===== src/rtl/logic_unit_seq.sv =====
// Multi-cycle bitwise logic unit (AND/OR/XOR/NOR), SLICE bits per cycle, valid/ready on both sides.
// Optional registered zero flag is built when LOGIC_UNIT_ZERO_EN is defined.
module logic_unit_seq #(
    parameter int WIDTH = 32,
    parameter int SLICE = 8
) (
    input  logic             clk,
    input  logic             reset,
    input  logic             in_valid,
    output logic             in_ready,
    input  logic [WIDTH-1:0] a,
    input  logic [WIDTH-1:0] b,
    input  logic [1:0]       op,
    output logic             out_valid,
    input  logic             out_ready,
    output logic [WIDTH-1:0] res
`ifdef LOGIC_UNIT_ZERO_EN
    ,
    output logic             zero
`endif
);

    localparam int N  = WIDTH / SLICE;
    localparam int CW = (N > 1) ? $clog2(N) : 1;
    localparam logic [CW-1:0] LAST = CW'(N - 1);

    typedef enum logic [1:0] {
        IDLE = 2'b00,
        RUN  = 2'b01,
        DONE = 2'b10
    } state_t;

    state_t           state_r;
    logic [CW-1:0]    cnt_r;
    logic [WIDTH-1:0] a_r;
    logic [WIDTH-1:0] b_r;
    logic [1:0]       op_r;
    logic [WIDTH-1:0] res_r;
    logic             in_ready_r;
    logic             out_valid_r;
`ifdef LOGIC_UNIT_ZERO_EN
    logic             zero_r;
`endif

    int               idx_s;
    logic [SLICE-1:0] slice_s;
    logic [WIDTH-1:0] next_res_s;

    function automatic logic [SLICE-1:0] slice_op(input logic [1:0] o,
                                                  input logic [SLICE-1:0] x,
                                                  input logic [SLICE-1:0] y);
        logic [SLICE-1:0] r;
        case (o)
            2'b00:   r = x & y;
            2'b01:   r = x | y;
            2'b10:   r = x ^ y;
            2'b11:   r = ~(x | y);
            default: r = {SLICE{1'b0}};
        endcase
        return r;
    endfunction

    // Slice selected by the counter and the result with that slice merged in
    always_comb begin
        idx_s      = int'(cnt_r) * SLICE;
        slice_s    = slice_op(op_r, a_r[idx_s +: SLICE], b_r[idx_s +: SLICE]);
        next_res_s = res_r;
        next_res_s[idx_s +: SLICE] = slice_s;
    end

    // Control FSM with registered handshake outputs and result datapath
    always_ff @(posedge clk) begin
        if (reset) begin
            state_r     <= IDLE;
            cnt_r       <= {CW{1'b0}};
            a_r         <= {WIDTH{1'b0}};
            b_r         <= {WIDTH{1'b0}};
            op_r        <= 2'b00;
            res_r       <= {WIDTH{1'b0}};
            in_ready_r  <= 1'b1;
            out_valid_r <= 1'b0;
`ifdef LOGIC_UNIT_ZERO_EN
            zero_r      <= 1'b1;
`endif
        end else begin
            case (state_r)
                IDLE: begin
                    if (in_valid && in_ready_r) begin
                        a_r        <= a;
                        b_r        <= b;
                        op_r       <= op;
                        res_r      <= {WIDTH{1'b0}};
                        cnt_r      <= {CW{1'b0}};
                        in_ready_r <= 1'b0;
                        state_r    <= RUN;
                    end else begin
                        in_ready_r <= 1'b1;
                    end
                end
                RUN: begin
                    res_r <= next_res_s;
                    if (cnt_r == LAST) begin
                        out_valid_r <= 1'b1;
                        state_r     <= DONE;
`ifdef LOGIC_UNIT_ZERO_EN
                        zero_r      <= (next_res_s == {WIDTH{1'b0}});
`endif
                    end else begin
                        cnt_r <= cnt_r + CW'(1);
                    end
                end
                DONE: begin
                    // No bypass: in_ready only rises once back in IDLE
                    if (out_ready) begin
                        out_valid_r <= 1'b0;
                        in_ready_r  <= 1'b1;
                        state_r     <= IDLE;
                    end else begin
                        out_valid_r <= 1'b1;
                    end
                end
                default: begin
                    state_r     <= IDLE;
                    cnt_r       <= {CW{1'b0}};
                    res_r       <= {WIDTH{1'b0}};
                    in_ready_r  <= 1'b1;
                    out_valid_r <= 1'b0;
                end
            endcase
        end
    end

    assign in_ready  = in_ready_r;
    assign out_valid = out_valid_r;
    assign res       = res_r;
`ifdef LOGIC_UNIT_ZERO_EN
    assign zero      = zero_r;
`endif

endmodule


===== config.mk =====
export PLATFORM = sky130hd
export DESIGN_NAME = logic_unit_seq
export DESIGN_NICKNAME = d
export VERILOG_FILES = /design/src/rtl/logic_unit_seq.sv
export SDC_FILE = /design/constraint.sdc
export NUM_CORES = 1
export LEC_CHECK = 0
export BUFFER_PORTS_ARGS = -buffer_cell sky130_fd_sc_hd__buf_2
export CAP_MARGIN = 0
export CORE_MARGIN = 2
export CORE_UTILIZATION = 41
export DETAILED_ROUTE_END_ITERATION = 6
export GPL_ROUTABILITY_DRIVEN = 0
export HOLD_SLACK_MARGIN = 0.02
export PLACE_DENSITY = 0.6
export SYNTH_ARGS = -nofsm -noshare
export SYNTH_HDL_FRONTEND = slang
export SYNTH_SLANG_ARGS = --single-unit

===== constraint.sdc =====
create_clock -name clk -period 2.6 [get_ports clk]
set_clock_uncertainty 0.05 [all_clocks]
set_input_delay 0.26 -clock clk [delete_from_list [all_inputs] [get_ports clk]]
set_output_delay 0.26 -clock clk [all_outputs]
set_load 0.005 [all_outputs]

# After elaboration in Yosys (flattened, before gate mapping)
# Cells that the tools add are included.
[op_classes]
n_addsub = 2
eq_ne = 10
shift = 4
muxes = 17
bitwise = 7
reduce_logical = 9
[op_table]
columns = ["operator", "n"]
rows = [
  ["one-hot mux 32 bit (3 select lines)", 1],
  ["variable part select 32 x 6 -> 8 bit", 2],
  ["negator 5 -> 33 bit", 1],
  ["variable shift 8 x 33 -> 32 bit (first input constant)", 1],
  ["variable part select 8 x 33 -> 32 bit", 1],
  ["bitwise mux 32 bit", 1],
  ["two-way mux 32 bit", 1],
  ["one-hot mux 8 bit (4 select lines)", 1],
  ["one-hot mux 2 bit (3 select lines)", 2],
  ["two-way mux 2 bit", 5],
  ["AND 8 bit", 1],
  ["== test 2 bit (second input constant)", 4],
  ["!= test 2 bit (second input constant)", 4],
  ["inverter 8 bit", 1],
  ["OR 8 bit", 1],
  ["AND reduction 2 bit", 4],
  ["bitwise XOR 8 bit", 1],
  ["one-hot mux 1 bit (3 select lines)", 2],
  ["AND reduction 3 bit", 2],
  ["== test 2 x 1 -> 1 bit (second input constant)", 2],
  ["zero test 2 bit", 2],
  ["two-way mux 1 bit", 4],
  ["inverter 1 bit", 3],
  ["adder 2 x 1 -> 2 bit (second input constant)", 1],
  ["logical AND 1 bit", 1],
]
[word_totals]
regBits = 104
inputBits = 70
elab_cells = 57

# Depth between registers and ports, before layout
# Gate-level depths: netlist (run 1).
[depth]
word_depth = 7
depth_mapped = 9

# Worst setup path before layout (run 1)
# No wires, ideal clock.
[synth_path]
path_type = "flip-flop to flip-flop"
start = "register cnt_r[0]"
end = "register res_r[23], in the netlist res[23]"
setup_ns = 0.125
arrival_ns = 2.067
required_time_ns = 2.425
setup_slack_ns = 0.358
path_stages_with_launch = 9
n_path_buf = 2
period_less_slack_ns = 2.242
path_cell_list = "dfxtp_1 > buf_2 > buf_6 > mux4_2 > inv_1 > ha_1 > mux2_2 > a21oi_1 > o2bb2ai_1"
[synth_via]
elab_chain_cells = 7
word_cells_on_any_way = 12
classes_between = "add/sub (1); shift (4); mux (3); bitwise (4)"
[synth_rtl]
columns = ["item", "line_no", "rtl"]
rows = [
  ["start, declared", "34", "logic [CW-1:0] cnt_r;"],
  ["start signal, assigned", "75", "cnt_r <= {CW{1'b0}};"],
  ["start signal, assigned", "93", "cnt_r <= {CW{1'b0}};"],
  ["start signal, assigned", "109", "cnt_r <= cnt_r + CW'(1);"],
  ["variable part select 32 x 6 -> 8 bit", "66", "slice_s = slice_op(op_r, a_r[idx_s +: SLICE], b_r[idx_s +: SLICE]);"],
  ["OR 8 bit", "55, 57", ""],
  ["inverter 8 bit", "57", "2'b11: r = ~(x | y);"],
  ["one-hot mux 8 bit (4 select lines)", "53", "case (o)"],
  ["variable part select 8 x 33 -> 32 bit", "68", "next_res_s[idx_s +: SLICE] = slice_s;"],
  ["bitwise mux 32 bit *", "68", ""],
  ["one-hot mux 32 bit (3 select lines) *", "86", "case (state_r)"],
  ["end signal, assigned", "79", "res_r <= {WIDTH{1'b0}};"],
  ["end signal, assigned", "92", "res_r <= {WIDTH{1'b0}};"],
  ["end signal, assigned", "101", "res_r <= next_res_s;"],
  ["end, declared", "38", "logic [WIDTH-1:0] res_r;"],
]
# Every way passes the cells marked *; elsewhere a longest branch is shown, timed or not.
# A chain may end at the register's enable or synchronous reset.

# Worst setup path in the final report (run 1)
[layout_path]
start = "register cnt_r[0]"
end = "register res_r[5], in the netlist res[5]"
# The elaborated chain is that of the path after synthesis.

==> results of run 1 <==
layer usage:
| layer | vias up | global-route usage, % | share of wire [%] |
|---|---|---|---|
| li1 | 1910 | - | - |
| met1 | 1782 | 26.7 | 48 |
| met2 | 88 | 27.3 | 46 |
| met3 | 6 | 3.35 | 5.4 |
| met4 | 0 | 5.00 | 0.71 |
| met5 | - | 0 | 0 |
worst max-delay path, cell delays in order (launching register included):
cell	delay [ps]
dfxtp_1	360
buf_12	200
mux4_2	570
inv_1	80
ha_1	220
mux2_2	260
a21oi_1	430
o2bb2ai_1	100
state kept, by name (all words and copies together) (netlist names):
register / cells
out_valid: 1
res: 32
in_ready: 1
b_r: 32
cnt_r: 2
a_r: 32
state_r: 2
op_r: 2
area by class of cell:
type	instances	area [um2]	area share [%]
multi-input combinational	344	2320	41.7
sequential	104	2080	37.5
timing repair buffer	109	611	11.0
clock buffer	9	225	4.06
tap	140	175	3.16
inverter	21	78.8	1.42
clock inverter	7	60.1	1.08
stage by stage:
step	hold slack, ps	total power [uW]	utilization, %
floorplan	346	2670	-
global route	99.9	4500	50.7
detailed placement	394	2970	48.1
finish	95.7	4240	50.7
CTS	90.5	4280	50.7
global placement	391	2940	48.1
worst paths after layout:
check / from / end / slack [ps] / depth (start not counted)
worst min-delay path: a[28] / a_r[28] / 100 / 3
worst max-delay path: cnt_r[0] / res[5] / 180 / 7
worst max register to register: cnt_r[0] / res[5] / 180 / 7
worst min register to register: a_r[27] / a_r[27] / 400 / 2
cell usage in the layout, fill, tap and decap left out, drive strengths merged, types with 2 or more instances in the layout:
cell type / instances
a211oi: 6
a21oi: 81
buf: 109
clkbuf: 9
clkinv: 3
dfxtp: 104
ha: 23
inv: 25
mux2: 7
mux4: 16
nand2: 133
nand2b: 4
nand3: 4
nand4: 2
nor2: 11
nor2b: 5
nor3: 4
o21ai: 4
o2bb2ai: 32
o31ai: 2
Yosys cell counts (all sizes together):
library cell	n	area share (%)
nor3	4	0.43
nand2	133	11
a211oi	6	0.97
nand4	2	0.54
nand3	4	0.54
nor4	1	0.46
nor2b	5	0.67
nand4b	1	0.32
a21o	1	0.16
a21boi	1	0.40
mux4	16	7.8
ha	23	6.2
a21oi	81	9.1
and3	1	0.13
inv	21	1.7
and2b	1	0.16
nand2b	4	0.54
mux2i	1	0.22
nor4b	1	0.32
nor2	11	1.1
o2bb2ai	32	6.0
o31ai	2	0.54
buf	25	2.9
mux2	7	1.7
dfxtp	104	45
o311ai	1	0.19
clkbuf	10	0.81
nand3b	1	0.16
o21ai	4	0.43
cell families (layout without fill, tap and decap cells):
logic type | count (synthesis) | in the layout | synth area share, %
AND/OR/NAND/NOR | 169 | 169 | 16.1
AO/OA/AOI/OAI | 128 | 128 | 17.8
flip-flops | 104 | 104 | 44.8
buffers and inverters | 56 | 146 | 5.44
multiplexers | 24 | 24 | 9.67
adder cells (fa/ha/maj) | 23 | 23 | 6.20
report_power, final:
part | internal, uW | switching [uW]
Clock | 670 | 647
Combinational | 436 | 627
Sequential | 1750 | 112
Total | 2850 | 1390
==> impl_summary.txt, run 1 <==
----------------------------------------------------
[Outcome]
  Run status ... complete, no violations

[Clocking]
  Root Buffer Master ... clkbuf_16
  Bufs on Longest Clock Path ... 2
  Number of buffers created by CTS ... 9
  Clk sink count ... 104
  H-tree level count ... 3
  Clock latency reported for the late side of the worst-skew pair ... around 340 ps
  Number of resized instances in the post-cts repair step ... 0
  CTS tree ... yes
  Buffers inserted by post-CTS timing repair ... 0
  Cts hold-fix bufs ... 0
  Clock edge transition at the registers on the reported setup and hold paths ... ~80 ps

[Drt]
  Post-route ant nets ... 0
  Via count normalized by instance count ... roughly 5.2
  Total Wirelength ... roughly 11,000 um
  DRC marker count from the first detailed-route iteration ... 230
  Count of vias placed by the detailed router ... 3,786
  Routed len/inst ... 15.2 um
  Number of search-and-repair iterations in the first detailed-routing pass ... 4
  DRC violation count after routing ... 0

[Placement]
  Worst setup timing slack at the placement stage ... 161 ps
  Count of placed standard cells including taps ... 718
  Sum of net half-perimeters after detailed placement ... around 8000 um
  Number of port buffers ... about 100
  Post-place instance area ... 5260 um2

[Run]
  Max-cap viol count ... 0

[Min path]
  Hold/Removal Path Class ... in2reg

[Floorplanning]
  Count of boundary I/O pins ... between 100 and 150
  Overall die height ... between 100 and 150 um
  Die X-Extent ... ~110 um
  Number of placement rows ... 38
  Core Footprint ... ~11,000 um2
  Starting Density ... a little over two fifths
  Die ar. ... about 12,000 um2

[Setup path]
  Kind of capture point of the worst setup path ... flip-flop
  Critical Setup Path Class ... reg2reg
  Required @ worst endpoint ... 2780 ps
  Worst path arrival time ... approximately 2600 ps
  Maximum fanout encountered on the critical timing path ... 25
  Startpoint class of the critical path ... flip-flop

[Final layout]
  Final instance area ... around 5500 um2
  Layout-stage area growth over the synthesis result ... 19.5%
  Post-route insts no fill ... ~730
  Number of nets in the layout ... ~680
  Antenna diode count ... 0
  Number of fillers in the final layout ... 1,053
  Fraction of layout instances using a drive strength above 1 ... 27.6%

[STA]
  Finish-stage setup viols ... 0
  Part of the cycle the worst path needs ... about 93%
  Final hold violation count ... 0
  Min cycle time layout ... between 2000 and 2500 ps
  Highest achievable clock rate ... between 0.4 and 0.5 GHz
  Setup repair after global routing missed its margin ... no
  Setup ws final ... between 150 and 200 ps
  Measured slew at the worst slew-check pin ... about 700 ps
  Setup_tns ... 0 ps
  Max-Slew Margin vs Limit ... a little over half
  Final Max Tran Viols ... 0

[Synthesis]
  Synthesized area per cell ... a little over 9 um2
  Synth warn ... 0
  Synth unique cells ... 35
  Number of storage elements in the synthesis netlist ... roughly 100
  Post-synthesis net count ... 597
  Netlist area before placement ... approximately 4600 um2
  Sequential fraction of the synthesis area ... approximately 45%
  Instance count of the mapped netlist ... 504

[Pwr]
  Leakage dissipation ... around 0.0023 uW
  Worst IR Drop VDD ... 0.299 mV
  Ratio of total power to cell area ... roughly 760 nW/um2

[Global routing]
  Number of antenna violations at the first check in global routing ... 0
  Total global routing track utilization ... 18.1%
  First-pass GRT wire length ... 18,100 um
  Largest net degree at the start of global routing ... 69
  Via count of the first global-routing pass ... 3,570
  Gr ovfl total ... 0

----------------------------------------------------
No activity file was read; power rests on OpenSTA's default activity.
==> inputs of run 2 (changes only) <==
--- a/config.mk
+++ b/config.mk
@@ -8,11 +8,13 @@
 export BUFFER_PORTS_ARGS = -buffer_cell sky130_fd_sc_hd__buf_2
 export CAP_MARGIN = 0
 export CORE_MARGIN = 2
-export CORE_UTILIZATION = 41
+export CORE_UTILIZATION = 42
+export CTS_BUF_LIST = sky130_fd_sc_hd__clkbuf_16
 export DETAILED_ROUTE_END_ITERATION = 6
 export GPL_ROUTABILITY_DRIVEN = 0
 export HOLD_SLACK_MARGIN = 0.02
-export PLACE_DENSITY = 0.6
+export PLACE_DENSITY = 0.61
+export SKIP_LAST_GASP = 1
 export SYNTH_ARGS = -nofsm -noshare
 export SYNTH_HDL_FRONTEND = slang
 export SYNTH_SLANG_ARGS = --single-unit
==> run 2 against run 1 <==
Against the previous run: setup slack better by 52 ps; core utilization rose by 1.1 points; final cell count grew 0.68%; hold slack got worse by 1.9 ps; routed wire length decreased by 1.3%; clock power increased by 5%; via count up 0.87%; largest power group unchanged; cell area rose by 0.81%; global-route usage up 0.78 points; critical endpoint is now res[9]; highest routed layer unchanged; first-iteration DRC count fell by 34%; largest cell class unchanged; critical path depth unchanged.
==> impl_summary.txt, run 2 (same netlist as run 1, synthesis figures left out) <==
----------------------------------------------------
[Clocking]
  H-tree level count ... 3 (unchanged)
  Bufs on Longest Clock Path ... 2 (unchanged)
  CTS tree ... yes (unchanged)
  Clock edge transition at the registers on the reported setup and hold paths ... 80 ps (about the same)
  Buffers inserted by post-CTS timing repair ... 0 (unchanged)
  Number of resized instances in the post-cts repair step ... 0 (unchanged)
  Number of buffers created by CTS ... 9 (unchanged)
  Cts hold-fix bufs ... 0 (unchanged)
  Clock latency reported for the late side of the worst-skew pair ... 340 ps (about the same)
  Root Buffer Master ... clkbuf_16 (unchanged)
  Clk sink count ... 104 (unchanged)

[Run]
  Max-cap viol count ... 0 (unchanged)

[Final layout]
  Number of nets in the layout ... 687 (was 682)
  Finished Core Util ... 51.8% (was 50.7%)
  Commonest cells after routing, fill and taps aside ... nand2_1, dfxtp_1, buf_2 (unchanged)
  Most common library cell in the layout ignoring fill and taps ... nand2_1 (unchanged)
  Layout-stage area growth over the synthesis result ... 20.4% (was 19.5%)
  Fraction of layout instances using a drive strength above 1 ... 28.0% (was 27.6%)
  Antenna diode count ... 0 (unchanged)
  Number of fillers in the final layout ... 989 (was 1,053)
  Sequential cell area ... 2080 um2 (unchanged)
  Area occupied by multi-input gates ... 2320 um2 (unchanged)

[Drt]
  DRC violation count after routing ... 0 (unchanged)
  Via count normalized by instance count ... 5.17 (was 5.16)
  Total Wirelength ... 11,000 um (was 11,100 um)
  Count of vias placed by the detailed router ... 3,819 (was 3,786)
  Routed len/inst ... 14.8 um (was 15.2 um)
  Number of search-and-repair iterations in the first detailed-routing pass ... 4 (unchanged)
  DRC marker count from the first detailed-route iteration ... 152 (was 230)
  Post-route ant nets ... 0 (unchanged)

[Placement]
  Sum of net half-perimeters after detailed placement ... 8100 um (was 8030 um)
  Number of port buffers ... 103 (unchanged)

[Pwr]
  Leakage dissipation ... 0.00231 uW (was 0.00228 uW)
  Worst IR Drop VDD ... 0.349 mV (was 0.299 mV)
  Ratio of total power to cell area ... 772 nW/um2 (was 764 nW/um2)

[Setup path]
  R2R Setup Slk ... 230 ps (was 180 ps)
  R2r endpoint ... res[9] (was res[5])
  R2R depth ... 7 (unchanged)
  Worst path arrival time ... 2540 ps (was 2600 ps)
  CP endpoint ... res[9] (was res[5])
  Start point of the critical path ... cnt_r[0] (unchanged)
  Startpoint class of the critical path ... flip-flop (unchanged)
  Critical Setup Path Class ... reg2reg (unchanged)
  Critical R2R Launch ... cnt_r[0] (unchanged)
  Maximum fanout encountered on the critical timing path ... 15 (was 25)
  Required @ worst endpoint ... 2770 ps (was 2780 ps)
  Kind of capture point of the worst setup path ... flip-flop (unchanged)

[STA]
  Final Max Tran Viols ... 0 (unchanged)
  Min cycle time layout ... 2370 ps (was 2420 ps)
  Finish-stage setup viols ... 0 (unchanged)
  Final hold violation count ... 0 (unchanged)
  Part of the cycle the worst path needs ... 91.1% (was 93.1%)
  Setup_tns ... 0 ps (unchanged)
  Measured slew at the worst slew-check pin ... 678 ps (was 712 ps)
  Highest achievable clock rate ... 0.422 GHz (was 0.413 GHz)
  Setup repair after global routing missed its margin ... no (unchanged)
  Max-Slew Margin vs Limit ... 54.7% (was 52.6%)

[Floorplanning]
  Overall die height ... 109 um (was 110 um)
  Core Footprint ... 10,800 um2 (was 10,900 um2)
  Number of placement rows ... 38 (unchanged)
  Count of boundary I/O pins ... 104 (unchanged)
  Die X-Extent ... 109 um (was 110 um)
  Starting Density ... 43.0% (was 42.5%)
  Die ar. ... 11,900 um2 (was 12,200 um2)

[Global routing]
  Total global routing track utilization ... 18.9% (was 18.1%)
  Largest net degree at the start of global routing ... 68 (was 69)
  Number of antenna violations at the first check in global routing ... 0 (unchanged)
  Via count of the first global-routing pass ... 3,575 (was 3,570)
  First-pass GRT wire length ... 17,400 um (was 18,100 um)
  Gr ovfl total ... 0 (unchanged)

[Min path]
  Hold/Removal Path Class ... in2reg (unchanged)

[Outcome]
  Run status ... complete, no violations (unchanged)

----------------------------------------------------
run 2: cell count changes in the layout (fill, tap and decap cells not counted), sizes merged:
cell,before,now
inv,25,24
buf,109,114
bufinv,0,1
run 2: worst min path at each step:
stage	from	endpoint	depth (start not counted)
after floorplan	a[0]	a_r[0]	2
after global placement	a_r[26]	a_r[26]	2
after detailed placement	res[2]	res[2]	1
after CTS	a[11]	a_r[11]	3
after global routing	b[23]	b_r[23]	3
final	b[16]	b_r[16]	3
run 2: cell type report:
type,count,area share [%]
Timing Repair Buffer,114,11.4
Sequential cell,104,37.2
Clock inverter,7,1.43
Tap cell,140,3.13
Multi-Input combinational cell,344,41.4
Inverter,21,1.41
Clock buffer,9,4.03
run 2: where the power goes:
part	leakage (uW)	total (uW)	switching (uW)	internal, uW
registers	0.000848	1860	111	1750
clock network	0.000153	1390	627	759
logic	0.00131	1070	630	443
total	0.00231	4320	1370	2950
run 2: routing by layer:
layer	global-route usage, %	up-vias	wire length [um]
li1	-	1925	-
met1	25.7	1804	5200
met2	30.6	80	5140
met3	4.36	10	529
met4	4.40	0	101
met5	0	-	0
run 2: worst max-delay path, stage by stage, from the launching register on:
cell	delay, ps
dfxtp_1	370
buf_12	180
mux4_2	560
inv_1	80
ha_1	230
mux2_2	270
a21oi_1	400
o2bb2ai_1	100
run 2: stage by stage:
step                setup WS [ps]  hold WS [ps]  instances  instance area [um2]  power, uW
floorplan                     358           346        504                 4640       2670
global placement              254           391        723                 5290       2950
detailed placement            208           392        723                 5290       2970
CTS                           198          91.8        739                 5590       4350
global route                 65.5          89.0        739                 5590       4550
finish                        232          93.8        739                 5590       4320
